[src/rtl/split_4ph.sv]
// rtl/split_4ph.sv - clocked two-way split for 4-phase bundled-data channels
module split_4ph #(
  parameter int          WIDTH      = 33,
  parameter int          FL         = 4,
  parameter int          BL         = 6,
  parameter logic [15:0] COUNT_INIT = 16'h0000
) (
  input  logic             clk,
  input  logic             rst_n,
  input  logic             d_req,
  output logic             d_ack,
  input  logic [WIDTH-1:0] d_data,
  input  logic             s_req,
  output logic             s_ack,
  input  logic             s_sel,
  output logic             o0_req,
  input  logic             o0_ack,
  output logic [WIDTH-1:0] o0_data,
  output logic             o1_req,
  input  logic             o1_ack,
  output logic [WIDTH-1:0] o1_data,
  output logic [15:0]      count0,
  output logic [15:0]      count1,
  output logic             proto_err
);

  typedef enum logic [2:0] {IDLE, FWD, OREQ, BWD, IACK} state_t;

  state_t           state, state_nx;
  logic [WIDTH-1:0] data_q, data_nx;
  logic             sel_q, sel_nx;
  logic [7:0]       cnt, cnt_nx;
  logic [15:0]      count0_q, count0_nx;
  logic [15:0]      count1_q, count1_nx;
  logic             err_q, err_nx;
  logic             sel_ack, other_ack, both_req;

  assign sel_ack   = sel_q ? o1_ack : o0_ack;
  assign other_ack = sel_q ? o0_ack : o1_ack;
  assign both_req  = d_req & s_req;

  // Handshake outputs decode straight from the state so reset clears them at once.
  assign o0_req    = (state == OREQ) & ~sel_q;
  assign o1_req    = (state == OREQ) &  sel_q;
  assign d_ack     = (state == IACK);
  assign s_ack     = (state == IACK);
  assign o0_data   = data_q;
  assign o1_data   = data_q;
  assign count0    = count0_q;
  assign count1    = count1_q;
  assign proto_err = err_q;

  // State and datapath registers.
  always_ff @(posedge clk or negedge rst_n) begin
    if (!rst_n) begin
      state    <= IDLE;
      data_q   <= '0;
      sel_q    <= 1'b0;
      cnt      <= 8'd0;
      count0_q <= COUNT_INIT;
      count1_q <= COUNT_INIT;
      err_q    <= 1'b0;
    end else begin
      state    <= state_nx;
      data_q   <= data_nx;
      sel_q    <= sel_nx;
      cnt      <= cnt_nx;
      count0_q <= count0_nx;
      count1_q <= count1_nx;
      err_q    <= err_nx;
    end
  end

  // Next-state, capture, latency counting, token counting and error detection.
  always_comb begin
    state_nx  = state;
    data_nx   = data_q;
    sel_nx    = sel_q;
    cnt_nx    = cnt;
    count0_nx = count0_q;
    count1_nx = count1_q;
    err_nx    = err_q;
    case (state)
      IDLE: begin
        // A capture edge ignores any ack seen on the same edge.
        if (both_req) begin
          data_nx  = d_data;
          sel_nx   = s_sel;
          cnt_nx   = 8'(FL);
          state_nx = FWD;
        end else if (sel_ack) begin
          err_nx = 1'b1;
        end
      end
      FWD: begin
        cnt_nx = cnt - 8'd1;
        if (cnt == 8'd1) state_nx = OREQ;
        if (!both_req || sel_ack) err_nx = 1'b1;
      end
      OREQ: begin
        if (sel_ack) begin
          cnt_nx   = 8'(BL);
          state_nx = BWD;
        end
        if (!both_req) err_nx = 1'b1;
      end
      BWD: begin
        cnt_nx = cnt - 8'd1;
        if (cnt == 8'd1) state_nx = IACK;
        if (!both_req) err_nx = 1'b1;
      end
      IACK: begin
        if (!d_req && !s_req && !sel_ack) begin
          state_nx = IDLE;
          if (sel_q) count1_nx = count1_q + 16'd1;
          else       count0_nx = count0_q + 16'd1;
        end
      end
      default: state_nx = IDLE;
    endcase
    if (state != IDLE && other_ack) err_nx = 1'b1;
  end

endmodule

[config.mk]
export PLATFORM = sky130hd
export DESIGN_NAME = split_4ph
export DESIGN_NICKNAME = d
export VERILOG_FILES = /design/src/rtl/split_4ph.sv
export SDC_FILE = /design/constraint.sdc
export NUM_CORES = 1
export LEC_CHECK = 0
export CELL_PAD_IN_SITES_DETAIL_PLACEMENT = 1
export CELL_PAD_IN_SITES_GLOBAL_PLACEMENT = 2
export CORE_MARGIN = 1
export CORE_UTILIZATION = 29
export CTS_BUF_LIST = sky130_fd_sc_hd__clkbuf_16
export CTS_CLUSTER_DIAMETER = 150
export DETAILED_ROUTE_END_ITERATION = 10
export GPL_ROUTABILITY_DRIVEN = 1
export PLACE_DENSITY = 0.92
export SLEW_MARGIN = 15
export SYNTH_ARGS = -nofsm -noshare
export SYNTH_HDL_FRONTEND = slang
export SYNTH_SLANG_ARGS = --single-unit
export TNS_END_PERCENT = 10
[constraint.sdc]
create_clock -name clk -period 5.65 [get_ports clk]
set_input_delay 0.8475 -clock clk [delete_from_list [all_inputs] [get_ports clk]]
set_output_delay 0.8475 -clock clk [all_outputs]
set_load 0.005 [all_outputs]
; Word level (Yosys, flattened, before mapping)
; Index checks and enable logic that the tools add are counted.
[classes]
n_addsub = 3
eq_ne = 14
n_mux = 17
n_bitwise = 4
n_reduce_logical = 20
[ops]
columns = operator, n
row1 = "adder 16 x 1 -> 16 bit, second input constant", 2
row2 = case mux 8 bit (3 select lines), 1
row3 = 2-to-1 mux 8 bit, 2
row4 = 2-to-1 mux 3 bit, 5
row5 = case mux 3 bit (5 select lines), 1
row6 = AND reduction 5 bit, 2
row7 = "!= test 3 bit, second input constant", 3
row8 = AND reduction 3 bit, 3
row9 = "equality test 8 x 1 -> 1 bit, second input constant", 1
row10 = "!= test 2 bit, second input constant", 4
row11 = "subtractor 8 x 1 -> 8 bit, second input constant", 1
row12 = 2-to-1 mux 1 bit, 7
row13 = "equality test 3 x 2 -> 1 bit, second input constant", 2
row14 = nonzero test 3 bit, 2
row15 = zero test 1 bit, 4
row16 = nonzero test 4 bit, 1
row17 = OR reduction 2 bit, 2
row18 = AND 1 bit, 3
row19 = "equality test 3 x 1 -> 1 bit, second input constant", 1
row20 = "equality test 3 bit, second input constant", 1
row21 = logical AND 1 bit, 3
row22 = zero test 3 bit, 1
row23 = "!= test 3 x 2 -> 1 bit, second input constant", 1
row24 = case mux 1 bit (3 select lines), 1
row25 = 4 further kinds, 4
[word_totals]
register_bits = 78
wordCells = 65

; Depth between registers and ports, before layout
; Gate-level depths: netlist of run 1.
[logic_depth]
word_depth = 6
depth_mapped = 7
ltp_nobuf = 6

; Least setup slack after synthesis of run 1
; OpenSTA, ideal clock, no wires.
[synth_path]
path_kind = input -> register
from = input port s_req
to = register count1_q[15] (netlist: count1[15])
setup_ns = 0.079
arrival_time_ns = 2.264
path_slack_ns = 3.307
stages = 6
n_path_buf = 2
cell_sequence = or2_2 clkbuf_1 or4_4 buf_6 nor4_4 xor2_1
[synth_via]
elab_chain_cells = 4
[synth_rtl]
columns = item, line
row1 = from (decl), 13  ; input logic s_req,
row2 = zero test 1 bit, 113  ; if (!d_req && !s_req && !sel_ack) begin
row3 = logical AND 1 bit (2 in a row), 113
row4 = AND reduction 3 bit (no line), n/a
row5 = to (signal assigned), 69  ; count1_q <= count1_nx;
row6 = to (decl), 34  ; logic [15:0] count1_q, count1_nx;
; Every way passes these cells.
; A chain may end at the register's enable or synchronous reset.

; Final worst setup path of run 1
[layout_path]
from = register state[1]
to = output port d_ack
[layout_via]
elab_chain_cells = 1
[layout_rtl]
columns = item, line
row1 = from (decl), 29  ; state_t state, state_nx;
row2 = from (signal assigned), 64  ; state <= state_nx;
row3 = equality test 3 bit, 45  ; assign d_ack = (state == IACK);
row4 = to (decl), 11  ; output logic d_ack,
; Every way passes these cells.

==> results of run 1 <==
## metrics by stage
step	instance area (sq um)	setup slack, ns
global route	5340	2.56
finish	5340	2.70
floorplan	3740	3.31
CTS	5340	2.67
global placement	5070	2.82
detailed placement	5070	2.71
## sequential cells by signal, summed over array words and instances (netlist names)
register,count
cnt,8
count0,16
count1,16
o0_data,33
proto_err,1
sel_q,1
state,3
## power by group through the flow
stage	logic, mW	registers, mW	clock network, mW
floorplan	0.466	0.849	0
global placement	0.832	0.879	0
detailed placement	0.864	0.898	0
CTS	0.864	0.890	0.544
global route	0.931	0.913	0.562
finish	0.850	0.882	0.526
## synthesized netlist by cell type, drive strengths merged (7+ instances only)
master | n | area share
inv | 9 | 0.0090
nor2 | 11 | 0.011
nor4 | 9 | 0.022
dfrtp | 78 | 0.52
nand3 | 14 | 0.019
buf | 37 | 0.076
mux2 | 37 | 0.11
nor3 | 7 | 0.013
xnor2 | 20 | 0.047
xor2 | 12 | 0.028
nand2 | 19 | 0.019
clkbuf | 9 | 0.0090
## routing by layer
metal  global-route usage  part of all wire  routed length, microns  vias to the layer above
li1                     -                 -                       -                     1288
met1                0.181              0.43                    4000                     1396
met2                0.241              0.50                    4600                       92
met3               0.0366             0.058                     534                        9
met4               0.0564             0.014                     129                        0
met5                    0                 0                       0                        -
## final cells by class
class / count / share of cell area
Inverter: 9 / 0.00633
Tap cell: 172 / 0.0403
Timing Repair Buffer: 143 / 0.267
Sequential cell: 78 / 0.366
Clock inverter: 7 / 0.00797
Clock buffer: 9 / 0.0422
Multi-Input combinational cell: 186 / 0.270
## cell families (layout without fill, tap and decap cells)
group / Yosys count / count (layout) / share of synthesized area
simple gates: 93 / 93 / 0.143
flops: 78 / 78 / 0.521
buf+inv: 55 / 168 / 0.0935
mux: 42 / 42 / 0.125
xor+xnor: 32 / 32 / 0.0748
compound gates: 15 / 15 / 0.0291
fa+ha+maj: 4 / 4 / 0.0134
## cell usage in the layout, fill, tap and decap left out, drive strengths merged, types with 3 or more instances in the layout
master	instances
ha	4
nand4	6
or2	3
clkdlybuf4s50	141
nor4	9
inv	10
nand2b	5
mux2	37
xor2	12
clkbuf	9
clkinvlp	4
dfrtp	78
mux2i	5
nor3	7
nand3	14
xnor2	20
or3	4
o21ai	3
nand2	19
and3	6
nor2	11
## worst paths after layout
path | slack [ns] | cells after the start | end | startpoint
min in group asynchronous | 0.66 | 1 | count0[1]$_DFFE_PN0P_ | rst_n
worst min-delay path | 0.48 | 1 | count0[15]$_DFFE_PN0P_ | count0[15]$_DFFE_PN0P_
worst max-delay path | 2.70 | 3 | d_ack | state[1]$_DFFE_PN0P_
worst max register to register | 3.38 | 4 | count1[12]$_DFFE_PN0P_ | state[1]$_DFFE_PN0P_
max in group asynchronous | 4.32 | 1 | count1[5]$_DFFE_PN0P_ | rst_n
worst min register to register | 0.48 | 1 | count0[15]$_DFFE_PN0P_ | count0[15]$_DFFE_PN0P_
==> flow_metrics.py, run 1 <==
metrics = {
    "final_layout": {
        "post_layout_nonfiller_instances": 604,
        "nets": 471,
        "multi_input_area_sq_um": 1440,
        "diodes": 0,
        "regArea_sq_um": 1950,
        "nFillCells": 1374,
        "syn_to_final_growth_pct": 42.5,
        "drive_above_1_share": 0.146,
        "final_util": 0.423,
    },
    "clock_tree": {
        "cts_buffers": 9,
        "cts_max_level": 3,
        "cts.clk_slew.worst_paths_ns": 0.06,
        "cts_tree": "done",
        "cts_sinks": 78,
        "postCtsSetupRepairBufs": 0,
        "cts_hold_buf": 0,
        "cts.path.max_buffers": 2,
        "root_buffer": "clkbuf_16",
        "cts_resized": 0,
        "clkLatencyLatePin_ns": 0.34,
    },
    "critical_path": {
        "required_ns": 4.80,
        "end_kind": "output pin",
        "crit_family": "buffers and inverters",
        "cp_cell_sequence": "or3b_1 > inv_1 > clkdlybuf4s50_1",
        "critPathBufInv": 2,
        "crit_arrival_ns": 2.11,
        "cp-start-kind": "flip-flop",
        "crit_fanout": 13,
        "critPathMaxStageDelay_ns": 0.56,
        "crit_type": "reg2out",
        "cpMaxStageDelayCell": "or3b_1",
    },
    "routing": {
        "first_pass_iters": 4,
        "routed_wl_microns": 9260,
        "dr_total_vias": 2785,
        "ant_nets": 0,
        "routed_via_density": 4.61,
        "wire_per_inst_microns": 15.3,
        "drc": 0,
        "drt_iter0_markers": 94,
    },
    "synth": {
        "synth_async_sr_flop_share": 1.00,
        "ys_warn_count": 0,
        "syn_nets": 363,
        "synth_cell_type_count": 43,
        "syn_area_sq_um": 3740,
        "synthCells": 319,
        "synth_seq_cells": 78,
        "synth_area_per_cell_sq_um": 11.7,
        "synth_edf_count": 0,
        "synth-seq-area-share": 0.521,
        "ys.flop_type": "dfrtp_1",
    },
    "placed_design": {
        "globalplace.congestion": 0.758,
        "dp_hpwl_microns": 6900,
        "place_inst": 588,
        "io_buffers": 142,
    },
    "floorplan": {
        "fp.dieW_microns": 116,
        "die_y_microns": 116,
        "rows": 41,
        "ioPinCount": 143,
        "core_area_sq_um": 12600,
        "die_area_sq_um": 13400,
        "initial_utilization": 0.297,
    },
    "global_route": {
        "gr-total-overflow": 0,
        "grt_max_degree": 79,
        "grt_pass1_vias": 2823,
        "grtUsageTotal": 0.145,
        "antenna_found_initial": 0,
        "grt_pass1_wl_microns": 14800,
    },
    "power_and_ir_drop": {
        "p_total_mw": 2.26,
        "combPwrFrac": 0.376,
        "max-vdd-ir-drop_v": 0.000117,
        "switching_share": 0.293,
        "cellPowerDensity_nw_per_um2": 423,
        "p_clk_frac": 0.233,
        "p_switching_uw": 661,
        "power_frac_seq": 0.391,
        "p_leak_nw": 2.25,
        "p_int_mw": 1.60,
    },
    "run_status": {
        "outcome": "finished, final reports clean",
    },
    "min_path": {
        "hold_class": "reg2reg",
    },
    "sta": {
        "fmax_ghz": 0.339,
        "setup_tns_ns": 0,
        "fin_crit_ns": 2.95,
        "timing_hold_violations_final": 0,
        "slew_viol_final": 0,
        "worst_pin_slew_ns": 1.00,
        "max_slew_margin": 0.333,
        "fin_crit_sh": 0.523,
        "hold-worst-slack_ns": 0.477,
        "rsz0062_at_grt": "no",
        "setup_violations": 0,
        "fin_worst_skew_ns": 0.00840,
    },
    "run": {
        "maxCapViolCount": 0,
    },
}
Note: power is estimated with default switching activity, not from simulation.
==> inputs of run 2 (changes only) <==
- CORE_UTILIZATION: 29 -> 25
- PLACE_DENSITY: 0.92 -> 0.85
- clock period: 5.65 -> 2.4 ns (I/O delays scaled with it)
==> run 2 against run 1 <==
Global-route usage down 0.76 points; sequential cell count unchanged; via count up 1.0%; sequential share of layout area down 0.92 points; register-to-register slack worse by 3.1 ns; final cell count up 3.6%; clock skew up 0.0022 ns; clock-buffer cell count unchanged; clock power rose to 2.5 times the previous value; worst setup slack worse by 2.6 ns; critical path depth unchanged; critical endpoint unchanged; highest routed layer unchanged.
==> flow_metrics.py, run 2 (synthesized netlist as in run 1, its figures left out) <==
metrics = {
    "run_status": {
        "outcome": "finished, final reports clean",
    },
    "clock_tree": {
        "clkLatencyLatePin_ns": 0.34,
        "cts_tree": "done",
        "root_buffer": "clkbuf_16",
        "cts.clk_slew.worst_paths_ns": 0.06,
        "cts_buffers": 9,
        "cts_sinks": 78,
        "cts.path.max_buffers": 2,
        "cts_max_level": 3,
        "postCtsSetupRepairBufs": 0,
    },
    "global_route": {
        "met3_usage": 0.0318,
        "grtUsageTotal": 0.137,
        "grt_pass1_vias": 3054,
        "gr-usage-met2": 0.232,
        "grt_busiest_layer": "met2",
        "grt_max_degree": 44,
        "antenna_found_initial": 0,
        "use_met1": 0.166,
        "gr-total-overflow": 0,
        "grt_pass1_wl_microns": 16600,
    },
    "sta": {
        "worst_pin_slew_ns": 0.593,
        "fin_worst_skew_ns": 0.0106,
        "max_slew_margin": 0.601,
        "fin_ws_ns": 0.0896,
        "fmax_ghz": 0.433,
        "fin_crit_sh": 0.963,
        "hold-worst-slack_ns": 0.0369,
        "rsz0062_at_grt": "no",
        "setup_tns_ns": 0,
        "setup_violations": 0,
        "fin_crit_ns": 2.31,
        "timing_hold_violations_final": 0,
        "slew_viol_final": 0,
    },
    "routing": {
        "wire_per_inst_microns": 16.0,
        "drc": 0,
        "routed_via_density": 4.50,
        "routed_wl_microns": 10000,
        "first_pass_iters": 4,
        "drt_iter0_markers": 109,
        "ant_nets": 0,
        "dr_total_vias": 2814,
    },
    "power_and_ir_drop": {
        "switching_share": 0.285,
        "max-vdd-ir-drop_v": 0.000328,
        "p_clk_frac": 0.242,
        "p_int_mw": 3.91,
        "cellPowerDensity_nw_per_um2": 999,
        "p_leak_nw": 2.33,
        "p_switching_mw": 1.56,
        "power_frac_seq": 0.368,
        "combPwrFrac": 0.390,
    },
    "floorplan": {
        "core_area_sq_um": 14600,
        "ioPinCount": 143,
        "rows": 44,
        "fp.dieW_microns": 124,
        "die_area_sq_um": 15500,
        "die_y_microns": 124,
        "initial_utilization": 0.257,
    },
    "final_layout": {
        "largest_reg_flops": 33,
        "nets": 482,
        "diodes": 0,
        "final_cell_mix": "141 x clkdlybuf4s50_1, 78 x dfrtp_1, 37 x mux2_2",
        "drive_above_1_share": 0.167,
        "syn_to_final_growth_pct": 46.2,
        "final_common_cell": "clkdlybuf4s50_1",
    },
    "critical_path": {
        "r2r-end": "count1[10]$_DFFE_PN0P_",
        "required_ns": 2.04,
        "cp-start-kind": "flip-flop",
        "crit_fanout": 8,
        "crit_type": "reg2out",
        "end_kind": "output pin",
        "crit_arrival_ns": 1.95,
        "rr_startpoint": "state[2]$_DFFE_PN0P_",
        "worstRegToRegCells": 4,
        "r2r_slack_ns": 0.30,
    },
    "placed_design": {
        "place_ws_ns": 0.102,
        "io_buffers": 142,
        "dp_hpwl_microns": 7500,
        "globalplace.congestion": 0.710,
    },
    "run": {
        "maxCapViolCount": 0,
    },
    "min_path": {
        "hold_class": "in2async",
    },
}
[run 2: area by class of cell]
cell class	instances	area (sq um)
fill	1557	9110
sequential	78	1950
timing repair buffer	154	1530
multi-input combinational	186	1450
tap	184	230
clock buffer	9	225
clock inverter	6	55.1
inverter	9	33.8
[run 2: critical path: stages (launching register included)]
cell             delay [ns]
dfrtp_1                0.48
or3b_4                 0.47
inv_1                  0.13
clkdlybuf4s50_1        0.52
[run 2: how the worst max path moves through the flow]
stage | slack (ns) | to | from | depth (start not counted)
after CTS | 0.07 | d_ack | state[2]$_DFFE_PN0P_ | 3
after detailed placement | 0.10 | count1[12]$_DFFE_PN0P_ | s_req | 5
final | 0.09 | d_ack | state[2]$_DFFE_PN0P_ | 3
after global routing | 0.01 | s_ack | state[2]$_DFFE_PN0P_ | 3
after global placement | 0.13 | count1[14]$_DFFE_PN0P_ | s_req | 5
after floorplan | 0.31 | count1[15]$_DFFE_PN0P_ | state[0]$_DFFE_PN0P_ | 7
[run 2: stage by stage]
stage | cells | instance area, sq um | total power [mW] | utilization
after floorplan | 319 | 3740 | 3.10 | -
after global placement | 611 | 5190 | 4.10 | 0.356
after detailed placement | 611 | 5190 | 4.21 | 0.356
after CTS | 626 | 5480 | 5.57 | 0.375
after global routing | 626 | 5480 | 5.80 | 0.375
final | 626 | 5480 | 5.47 | 0.375
[run 2: timing repair]
action                                  4_1_cts  5_1_grt
resized for setup                             1        0
hold buffers                                  0        0
endpoints found under the setup margin        2        0
[run 2: power by group through the flow]
stage	combinational [mW]	sequential, mW	clock, mW
after CTS	2.18	2.02	1.37
final	2.13	2.01	1.32
after detailed placement	2.17	2.04	0
after floorplan	1.10	2.00	0
after global placement	2.10	2.00	0
after global routing	2.31	2.08	1.42
[run 2: per-layer routing]
layer	up-vias	part of all wire
met3	12	0.039
met5	-	0
met2	74	0.51
li1	1302	-
met1	1426	0.43
met4	0	0.016
